## config.mk

```make
export PLATFORM = sky130hd
export DESIGN_NAME = wishbone_sram_bridge
export DESIGN_NICKNAME = d
export VERILOG_FILES = /design/src/rtl/wishbone_sram_bridge.sv
export SDC_FILE = /design/constraint.sdc
export NUM_CORES = 1
export LEC_CHECK = 0
export BUFFER_PORTS_ARGS = -buffer_cell sky130_fd_sc_hd__buf_2
export CAP_MARGIN = 30
export CORE_ASPECT_RATIO = 0.9
export CORE_MARGIN = 2
export CORE_UTILIZATION = 37
export DETAILED_ROUTE_END_ITERATION = 10
export MAX_ROUTING_LAYER = met4
export PLACE_DENSITY = 0.9
export SETUP_SLACK_MARGIN = 0.3
export SLEW_MARGIN = 15
export SYNTH_ARGS = -nofsm -noshare
export SYNTH_HDL_FRONTEND = slang
export SYNTH_SLANG_ARGS = --single-unit
```

## constraint.sdc

```tcl
create_clock -name wb_clk_i -period 3.4 [get_ports wb_clk_i]
set_clock_uncertainty 0.2 [all_clocks]
set_input_delay 0.51 -clock wb_clk_i [delete_from_list [all_inputs] [get_ports wb_clk_i]]
set_output_delay 0.51 -clock wb_clk_i [all_outputs]
set_load 0.02 [all_outputs]
```

## src/rtl/wishbone_sram_bridge.sv

```systemverilog
// Wishbone device-side bridge to a single-port synchronous-read SRAM macro.
// Out-of-range accesses answer with error instead of ack and leave the SRAM untouched.
module wishbone_sram_bridge #(
  parameter int ADDR_WIDTH = 9
) (
  input  logic                  wb_clk_i,
  input  logic                  wb_rst_i,
  input  logic                  wb_cyc_i,
  input  logic                  wb_stb_i,
  input  logic                  wb_we_i,
  input  logic [3:0]            wb_sel_i,
  input  logic [31:0]           wb_data_i,
  input  logic [23:0]           wb_adr_i,
  output logic                  wb_ack_o,
  output logic                  wb_stall_o,
  output logic                  wb_error_o,
  output logic [31:0]           wb_data_o,
  output logic                  sram_csb0,
  output logic                  sram_web0,
  output logic [3:0]            sram_wmask0,
  output logic [ADDR_WIDTH-1:0] sram_addr0,
  output logic [31:0]           sram_din0,
  input  logic [31:0]           sram_dout0,
  output logic [1:0]            probe_state
);

  typedef enum logic [1:0] {
    IDLE      = 2'd0,
    READ_WAIT = 2'd1,
    ACK       = 2'd2,
    ERROR     = 2'd3
  } state_t;

  state_t state, state_nxt;
  logic   accept;
  logic   in_range;

  // Shifting the whole address keeps the ignored byte-offset bits referenced.
  assign in_range = ((wb_adr_i >> (ADDR_WIDTH + 2)) == 24'd0);
  assign accept   = (state == IDLE) && wb_cyc_i && wb_stb_i && !wb_rst_i;

  always_ff @(posedge wb_clk_i) begin
    if (wb_rst_i) state <= IDLE;
    else          state <= state_nxt;
  end

  always_comb begin
    state_nxt = state;
    unique case (state)
      IDLE: begin
        if (accept) begin
          if (!in_range)    state_nxt = ERROR;
          else if (wb_we_i) state_nxt = ACK;
          else              state_nxt = READ_WAIT;
        end
      end
      READ_WAIT: state_nxt = wb_cyc_i ? ACK : IDLE;
      ACK:       state_nxt = IDLE;
      ERROR:     state_nxt = IDLE;
      default:   state_nxt = IDLE;
    endcase
  end

  always_comb begin
    sram_csb0   = 1'b1;
    sram_web0   = 1'b1;
    sram_wmask0 = 4'h0;
    sram_addr0  = wb_adr_i[ADDR_WIDTH+1:2];
    sram_din0   = wb_data_i;
    if (accept && in_range) begin
      sram_csb0   = 1'b0;
      sram_web0   = ~wb_we_i;
      sram_wmask0 = wb_sel_i;
    end
    wb_stall_o  = (state != IDLE);
    wb_ack_o    = (state == ACK) && wb_cyc_i;
    wb_error_o  = (state == ERROR) && wb_cyc_i;
    probe_state = state;
  end

  // SRAM output is valid during READ_WAIT; an aborted read leaves the old value.
  always_ff @(posedge wb_clk_i) begin
    if (wb_rst_i)                            wb_data_o <= 32'h0;
    else if (state == READ_WAIT && wb_cyc_i) wb_data_o <= sram_dout0;
  end

endmodule

```

==> impl_metrics.json, run 1 <==
{
  "crit_arrival_ps": 1780,
  "area_delta_synth_final_pct": 17.4,
  "place_ws_ps": 912,
  "grt_pass1_wl_mm": 5.31,
  "worstPathMaxFanout": 33,
  "synth.distinct_cells": 25,
  "r2r_start": "probe_state[0]",
  "cp.buffers_inverters": 2,
  "fillers": 455,
  "grt_max_degree": 34,
  "syn_area_per_cell_um2": 7.82,
  "crit_required_ps": 2690,
  "dieHeight_um": 67.6,
  "worst_pin_slew_ps": 643,
  "yosys.area_share.simple_pct": 24.6,
  "drt-pass1-iter-count": 4,
  "synth_top_family_by_area": "simple AND/OR/NAND/NOR gates",
  "antenna_found_initial": 0,
  "htreeDepth": 2,
  "synth_xor_area_share_pct": 0,
  "cts_root_buf": "clkbuf_8",
  "whs_endpoint": "probe_state[0]",
  "cts_buffers": 5,
  "dp_hpwl_mm": 2.99,
  "p_per_area_nw_per_um2": 405,
  "clock_latency_ps": 270,
  "num_rows": 23,
  "muxShareOfSynthArea_pct": 0,
  "worstRegToRegCells": 4,
  "synth_adder_area_share_pct": 0,
  "cp-start-kind": "input port",
  "crit_type": "in2out",
  "ir_drop_uv": 155,
  "finalWirelength_mm": 3.81,
  "gp_congestion": 0.678,
  "worst_r2r_endpoint": "wb_data_o[19]",
  "grt_overflow": 0,
  "cp_cell_sequence": "buf_2, nor3b_4, nand4_2, or3_1, buf_2",
  "crit_family": "simple AND/OR/NAND/NOR gates",
  "cts_setup_buffers": 0,
  "fmax_mhz": 401,
  "drive_above_1_share_pct": 41.6,
  "crit_cells": 5,
  "remaining_drc_errors": 0,
  "ant_nets": 0,
  "syn_area_um2": 1670,
  "critical-path-max-stage-delay_ps": 340,
  "ys_ff_latch": 34,
  "gr-usage-all-layers_pct": 14.4,
  "clk_pin_slew_ps": 60,
  "p_leak_nw": 0.930,
  "r2r_slack_ps": 1550,
  "start_util_pct": 37.8,
  "wl_per_cell_um": 11.6,
  "cts_sinks": 34,
  "setup_slack_ps": 906,
  "postCtsHoldBufs": 0,
  "final-max-slew-violation-count": 0,
  "die-width_um": 74.7,
  "min_period_over_period_pct": 73.3,
  "cp_slowest_cell": "or3_1",
  "cts_resized": 0,
  "hold_viol_final": 0,
  "rsz0062_at_grt": "no",
  "maxCapViolCount": 0,
  "min_path_cells": 2,
  "status": "finished, final reports clean",
  "setup_tns_ps": 0,
  "hold_path_class": "in2reg",
  "slew_headroom_pct": 57.0,
  "cts_buffer_depth": 2,
  "io_pins": 181,
  "ys_seq_area_share_pct": 40.9,
  "vias_per_cell": 4.50,
  "end_kind": "output pin",
  "antenna_cells": 0,
  "fp.dieArea_um2": 5050,
  "core_um2": 4400,
  "cts_tree": "yes",
  "port_buffers": 96,
  "vias": 1481,
  "syn-num-nets": 310,
  "grt_pass1_vias": 1203,
  "ys_warn_count": 0,
  "synth_compound_area_share_pct": 10.8,
  "nets": 363,
  "fin_crit_ps": 2490,
  "min_from": "wb_we_i",
  "drtIter0Drc": 37,
  "cp_common_cell": "buf_2",
  "syn_inst": 213,
  "setup_viol": 0
}
## cell usage after synthesis
cell type   n  area share, %
nand2_1    67             15
buf_4      47             21
dfxtp_1    34             41
a21oi_1    32            9.6
inv_1       5            1.1
nor3_1      5            1.5
buf_2       3           0.90
clkbuf_1    2           0.45
nor2_1      2           0.45
a31oi_1     1           0.38
a41oi_1     1           0.53
and2_1      1           0.38
and2_2      1           0.45
and3_1      1           0.38
and3b_1     1           0.53
nand3b_1    1           0.45
nand4_2     1           0.75
nor2b_1     1           0.38
nor3b_4     1            1.1
nor4_2      1           0.75
nor4_4      1            1.3
o21ai_0     1           0.30
or2_1       1           0.38
or2_2       1           0.38
or3_1       1           0.38
## cell usage in the layout (no fill, tap or decap)
cell type / synthesis / final
dfxtp_1: 34 / 34
nor3b_4: 1 / 1
or2_2: 1 / 1
nand3b_1: 1 / 1
and2_2: 1 / 1
nor4_2: 1 / 1
buf_4: 47 / 2
and2_1: 1 / 1
or2_1: 1 / 1
a41oi_1: 1 / 1
a21oi_1: 32 / 32
buf_2: 3 / 96
and3b_1: 1 / 1
nor3_1: 5 / 5
clkbuf_1: 2 / 1
nor2_1: 2 / 2
or3_1: 1 / 1
nand2_1: 67 / 67
clkbuf_8: 0 / 6
nor2b_1: 1 / 1
nor4_4: 1 / 1
o21ai_0: 1 / 1
inv_1: 5 / 5
and3_1: 1 / 1
nand4_2: 1 / 1
clkinv_2: 0 / 1
a31oi_1: 1 / 1
## sequential cells by signal, indices dropped and copies added (netlist names)
signal,count
wb_data_o,32
probe_state,2
## metal layers
| layer | global-route usage (%) | share of wire (%) | vias to the layer above |
|---|---|---|---|
| met5 | - | 0 | - |
| met2 | 25.4 | 51 | 81 |
| met3 | 5.82 | 8.1 | 16 |
| met1 | 13.5 | 38 | 639 |
| met4 | 7.14 | 2.9 | 0 |
| li1 | - | - | 745 |
## cell type report
class	instances	area, um^2	area share, %
Inverter	5	18.8	0.960
Clock buffer	7	86.3	4.42
Timing Repair Buffer	98	495	25.4
Tap cell	62	77.6	3.97
Clock inverter	1	5.00	0.256
Sequential cell	34	681	34.8
Multi-Input combinational cell	122	591	30.2
## cell families after synthesis
| kind of cell | count (synthesis) |
|---|---|
| DFF | 34 |
| AOI/OAI and AO/OA | 35 |
| and+or+nand+nor | 87 |
| buffers and inverters | 57 |
## worst max path at each step
stage	end	slack [ps]	startpoint
after floorplan	sram_wmask0[0]	1220	wb_rst_i
after global placement	sram_web0	910	wb_rst_i
after detailed placement	sram_web0	910	wb_rst_i
after CTS	sram_web0	900	wb_rst_i
after global routing	sram_web0	760	wb_rst_i
final	sram_web0	910	wb_rst_i
## metrics by stage
step | util, % | area [um^2] | power, W | hold slack (ps) | instances
3_5_place_dp | 42.3 | 1860 | 0.000505 | 243 | 321
6_report | 44.4 | 1950 | 0.000792 | 236 | 329
2_1_floorplan | - | 1670 | 0.000530 | 333 | 213
5_1_grt | 44.4 | 1950 | 0.000833 | 217 | 329
3_3_place_gp | 42.3 | 1860 | 0.000502 | 239 | 321
4_1_cts | 44.4 | 1950 | 0.000805 | 219 | 329
## power breakdown
part | leakage [nW] | total (W) | switching, W | internal (W)
Combinational | 0.606 | 0.0000835 | 0.0000459 | 0.0000376
Sequential | 0.275 | 0.000411 | 0.00000486 | 0.000406
Clock | 0.0482 | 0.000297 | 0.000134 | 0.000163
Power figures use the tool's default switching activity.
==> run 2, diff against run 1 <==
--- a/config.mk
+++ b/config.mk
@@ -9,10 +9,10 @@
 export CAP_MARGIN = 30
 export CORE_ASPECT_RATIO = 0.9
 export CORE_MARGIN = 2
-export CORE_UTILIZATION = 37
+export CORE_UTILIZATION = 34
 export DETAILED_ROUTE_END_ITERATION = 10
 export MAX_ROUTING_LAYER = met4
-export PLACE_DENSITY = 0.9
+export PLACE_DENSITY = 0.84
 export SETUP_SLACK_MARGIN = 0.3
 export SLEW_MARGIN = 15
 export SYNTH_ARGS = -nofsm -noshare
==> constraint.sdc (replaced) <==
create_clock -name wb_clk_i -period 2.3 [get_ports wb_clk_i]
set_clock_uncertainty 0.2 [all_clocks]
set_input_delay 0.345 -clock wb_clk_i [delete_from_list [all_inputs] [get_ports wb_clk_i]]
set_output_delay 0.345 -clock wb_clk_i [all_outputs]
set_load 0.02 [all_outputs]
==> impl_metrics.json, run 2 (synthesis gave the netlist of run 1 again) <==
{
  "status": "finished, final reports clean",
  "grt_max_degree": 34,
  "final-max-slew-violation-count": 0,
  "postCtsHoldBufs": 0,
  "cp-start-kind": "input port",
  "ant_nets": 0,
  "port_buffers": 96,
  "remaining_drc_errors": 0,
  "finalWirelength_mm": 3.84,
  "fp.dieArea_um2": 5470,
  "setup_tns_ps": 0,
  "multi_input_area_um2": 624,
  "swShare_pct": 21.7,
  "min_period_over_period_pct": 90.9,
  "whs_endpoint": "probe_state[0]",
  "antenna_cells": 0,
  "final_cell_mix": "90 x buf_2, 67 x nand2_1, 33 x dfxtp_1",
  "maxCapViolCount": 0,
  "intPower_w": 0.00100,
  "antenna_found_initial": 0,
  "r2r_slack_ps": 780,
  "wl_per_cell_um": 11.5,
  "area_delta_synth_final_pct": 24.3,
  "drive_above_1_share_pct": 45.0,
  "p_clk_share_pct": 42.8,
  "r2r_start": "probe_state[1]",
  "cts_root_buf": "clkbuf_8",
  "gp_congestion": 0.714,
  "worstPathMaxFanout": 6,
  "dieHeight_um": 70.4,
  "hold_path_class": "in2reg",
  "p_switching_w": 0.000278,
  "start_util_pct": 34.9,
  "fin_crit_ps": 2090,
  "nets": 366,
  "regMostFlops": "wb_data_o",
  "fmax_mhz": 479,
  "met2_length_mm": 1.96,
  "vias_per_cell": 4.54,
  "crit_required_ps": 1750,
  "io_pins": 181,
  "gr-usage-all-layers_pct": 14.5,
  "dp_hpwl_mm": 2.81,
  "cts_buffers": 5,
  "htreeDepth": 2,
  "fillers": 484,
  "p_seq_share_pct": 47.3,
  "power.total_w": 0.00128,
  "final_common_cell": "buf_2",
  "end_kind": "output pin",
  "met3_length_um": 328,
  "largest_reg_flops": 32,
  "setup_viol": 0,
  "min_path_cells": 2,
  "vias": 1517,
  "die-width_um": 77.8,
  "drt-pass1-iter-count": 7,
  "clock_latency_ps": 270,
  "crit_type": "in2out",
  "seqCellArea_um2": 684,
  "slew_headroom_pct": 78.2,
  "cts_buffer_depth": 2,
  "core_um2": 4770,
  "ir_drop_uv": 294,
  "cts_tree": "yes",
  "rsz0062_at_grt": "yes",
  "crit_arrival_ps": 1540,
  "cts_sinks": 34,
  "grt_overflow": 0,
  "worst_r2r_endpoint": "wb_data_o[0]",
  "grt_pass1_vias": 1419,
  "fin_hold_ws_ps": 63.3,
  "min_from": "wb_we_i",
  "m1WireLength_mm": 1.45,
  "p_leak_nw": 0.974,
  "hold_viol_final": 0,
  "clk_pin_slew_ps": 60,
  "worst_pin_slew_ps": 327,
  "drtIter0Drc": 57,
  "grt_pass1_wl_mm": 6.15,
  "power_frac_comb_pct": 9.9,
  "top_layer": "met4",
  "worstRegToRegCells": 5,
  "p_per_area_nw_per_um2": 620,
  "num_rows": 24
}
-- run 2: cell types whose count changed in the layout (fill, tap and decap cells not counted), sizes merged --
cell / previous run / this run
clkbuf: 7 / 6
bufinv: 0 / 1
buf: 98 / 101
clkinv: 1 / 0
-- run 2: timing repair --
action,in CTS,in global routing
endpoints found under the hold margin,0,0
setup endpoints to repair,6,6
resized for setup,8,11
pin swaps,2,3
setup buffers,2,0
-- run 2: power groups by stage --
stage,clock network (W),registers (W),logic (W)
after floorplan,0,0.000635,0.000148
after global placement,0,0.000621,0.000122
after detailed placement,0,0.000621,0.000125
after CTS,0.000573,0.000607,0.000128
after global routing,0.000594,0.000608,0.000140
final,0.000549,0.000607,0.000127
-- run 2: worst max-delay path, cell delays in order --
cell and delay, ps:
buf_2 100, nor4_2 270, nand2_1 240, or3_4 440
buf_6 140
-- run 2: worst max path at each step --
| stage | start | endpoint |
|---|---|---|
| finish | wb_adr_i[19] | sram_web0 |
| global route | probe_state[1] | sram_web0 |
| CTS | probe_state[1] | sram_web0 |
| detailed placement | wb_adr_i[12] | sram_web0 |
| global placement | wb_adr_i[12] | sram_web0 |
| floorplan | wb_rst_i | sram_wmask0[0] |
-- run 2: cell type report --
class / count / share of cell area [%]
Clock buffer: 6 / 3.99
Clock inverter: 1 / 1.45
Inverter: 5 / 0.907
Multi-Input combinational cell: 122 / 30.2
Sequential cell: 34 / 33.1
Tap cell: 65 / 3.93
Timing Repair Buffer: 101 / 26.5
-- run 2: routing by layer --
| metal | GRT usage, % | vias to the layer above |
|---|---|---|
| met2 | 25.6 | 83 |
| met1 | 13.6 | 666 |
| li1 | - | 750 |
| met4 | 9.33 | 0 |
| met3 | 4.52 | 18 |
| met5 | - | - |
-- run 2: stage by stage --
step	setup slack (ps)	utilization (%)	instances	area [um^2]
floorplan	449	-	213	1670
global placement	291	39.3	325	1870
detailed placement	272	39.3	325	1870
CTS	242	42.5	334	2030
global route	156	43.3	334	2070
finish	210	43.3	334	2070
==> run 3, diff against run 2 <==
--- a/config.mk
+++ b/config.mk
@@ -8,11 +8,11 @@
 export BUFFER_PORTS_ARGS = -buffer_cell sky130_fd_sc_hd__buf_2
 export CAP_MARGIN = 30
 export CORE_ASPECT_RATIO = 0.9
-export CORE_MARGIN = 2
+export CORE_MARGIN = 10
 export CORE_UTILIZATION = 34
 export DETAILED_ROUTE_END_ITERATION = 10
 export MAX_ROUTING_LAYER = met4
-export PLACE_DENSITY = 0.84
+export PLACE_DENSITY = 0.8
 export SETUP_SLACK_MARGIN = 0.3
 export SLEW_MARGIN = 15
 export SYNTH_ARGS = -nofsm -noshare
==> impl_metrics.json, run 3 (synthesis gave the netlist of run 1 again) <==
{
  "end_kind": "output pin",
  "area_delta_synth_final_pct": 23.3,
  "rsz0062_at_grt": "yes",
  "crit_arrival_ps": 1510,
  "crit_type": "reg2out",
  "cts_sinks": 34,
  "dp_hpwl_mm": 3.63,
  "vias_per_cell": 4.46,
  "hold_path_class": "in2reg",
  "final_cell_mix": "91 x buf_2, 66 x nand2_1, 33 x dfxtp_1",
  "final-max-slew-violation-count": 0,
  "ant_nets": 0,
  "min_path_cells": 2,
  "largest_reg_flops": 32,
  "finalWirelength_mm": 4.69,
  "regMostFlops": "wb_data_o",
  "stdcell_area_um2": 2050,
  "gp_congestion": 0.757,
  "min_period_over_period_pct": 89.5,
  "fin_hold_ws_ps": 51.6,
  "r2r_start": "probe_state[1]",
  "fp.dieArea_um2": 8100,
  "whs_endpoint": "probe_state[0]",
  "status": "finished, final reports clean",
  "cp-start-kind": "register",
  "hold_viol_final": 0,
  "drtIter0Drc": 42,
  "final_common_cell": "buf_2",
  "min_from": "wb_we_i",
  "cts_buffers": 5,
  "start_util_pct": 34.7,
  "setup_viol": 0,
  "crit_required_ps": 1750,
  "nets": 369,
  "slew_headroom_pct": 76.9,
  "r2r_slack_ps": 870,
  "htreeDepth": 2,
  "postCtsHoldBufs": 0,
  "die-width_um": 93.8,
  "antenna_found_initial": 0,
  "grt_pass1_vias": 1537,
  "p_leak_nw": 0.967,
  "place_inst": 327,
  "remaining_drc_errors": 0,
  "timing.critical_path.from": "probe_state[1]",
  "worst_r2r_endpoint": "wb_data_o[17]",
  "num_rows": 24,
  "core_um2": 4800,
  "clock_latency_ps": 280,
  "ir_drop_uv": 171,
  "cts_tree": "yes",
  "fmax_mhz": 486,
  "io_pins": 181,
  "maxCapViolCount": 0,
  "fin_crit_ps": 2060,
  "cts_buffer_depth": 2,
  "antenna_cells": 0,
  "port_buffers": 96,
  "vias": 1506,
  "wl_per_cell_um": 13.9,
  "cts_root_buf": "clkbuf_8",
  "worstPathMaxFanout": 4,
  "gr-usage-all-layers_pct": 11.6,
  "grt_max_degree": 33,
  "drt-pass1-iter-count": 4,
  "dieHeight_um": 86.4,
  "instances_no_fill": 338,
  "worstRegToRegCells": 5,
  "worst_pin_slew_ps": 347,
  "clk_pin_slew_ps": 70,
  "place_area_um2": 1890,
  "setup_tns_ps": 0,
  "p_per_area_nw_per_um2": 577,
  "drive_above_1_share_pct": 44.7,
  "grt_overflow": 0,
  "grt_pass1_wl_mm": 7.30
}
[run 3: cell types whose count changed in the layout (fill, tap and decap cells not counted), moves of 2 or more]
cell and delta:
buf_4 +5, buf_6 -3, nor3_1 +2, nor3_2 -2
[run 3: critical path: stages (launching register included)]
cell and delay, ps:
dfxtp_4 350, nor3b_4 250, nand4_4 130, or3_1 330
buf_4 170
[run 3: power by group]
group / internal [W] / switching (W)
Sequential: 0.000600 / 0.00000644
Clock: 0.000241 / 0.000207
Combinational: 0.0000594 / 0.0000711
Total: 0.000901 / 0.000285
[run 3: worst max-delay path by stage]
stage	endpoint	slack [ps]	depth (start not counted)
after CTS	sram_web0	250	4
after global placement	sram_web0	320	5
after detailed placement	sram_web0	280	5
after floorplan	sram_wmask0[0]	450	4
final	sram_web0	240	4
after global routing	sram_web0	160	4
[run 3: cell type report]
class	instances	area [um^2]
clock buffers	7	86.3
flip-flops and latches	34	684
well taps	65	81.3
repair buffers	104	557
clock inverters	1	5.00
inverters	5	18.8
multi-input cells	122	621
fillers	523	2750
[run 3: routing by layer]
metal	routed length (um)	track usage, %	share of wire, %	vias up
li1	-	-	-	755
met1	1690	10.7	36	653
met2	2230	19.0	47	74
met3	580	5.53	12	24
met4	197	7.45	4.2	0
met5	0	-	0	-
[run 3: through the flow]
step,setup WS (ps),total power (W),utilization [%]
after floorplan,449,0.000783,-
after global placement,318,0.000746,39.3
after detailed placement,280,0.000749,39.3
after CTS,246,0.00121,41.9
after global routing,156,0.00125,42.7
final,242,0.00119,42.7
[run 3: repair_timing]
| item | 4_1_cts | 5_1_grt |
|---|---|---|
| endpoints found under the hold margin | 0 | 0 |
| pin swaps | 1 | 0 |
| resized for setup | 7 | 7 |
| setup buffers | 2 | 1 |
| endpoints found under the setup margin | 6 | 6 |
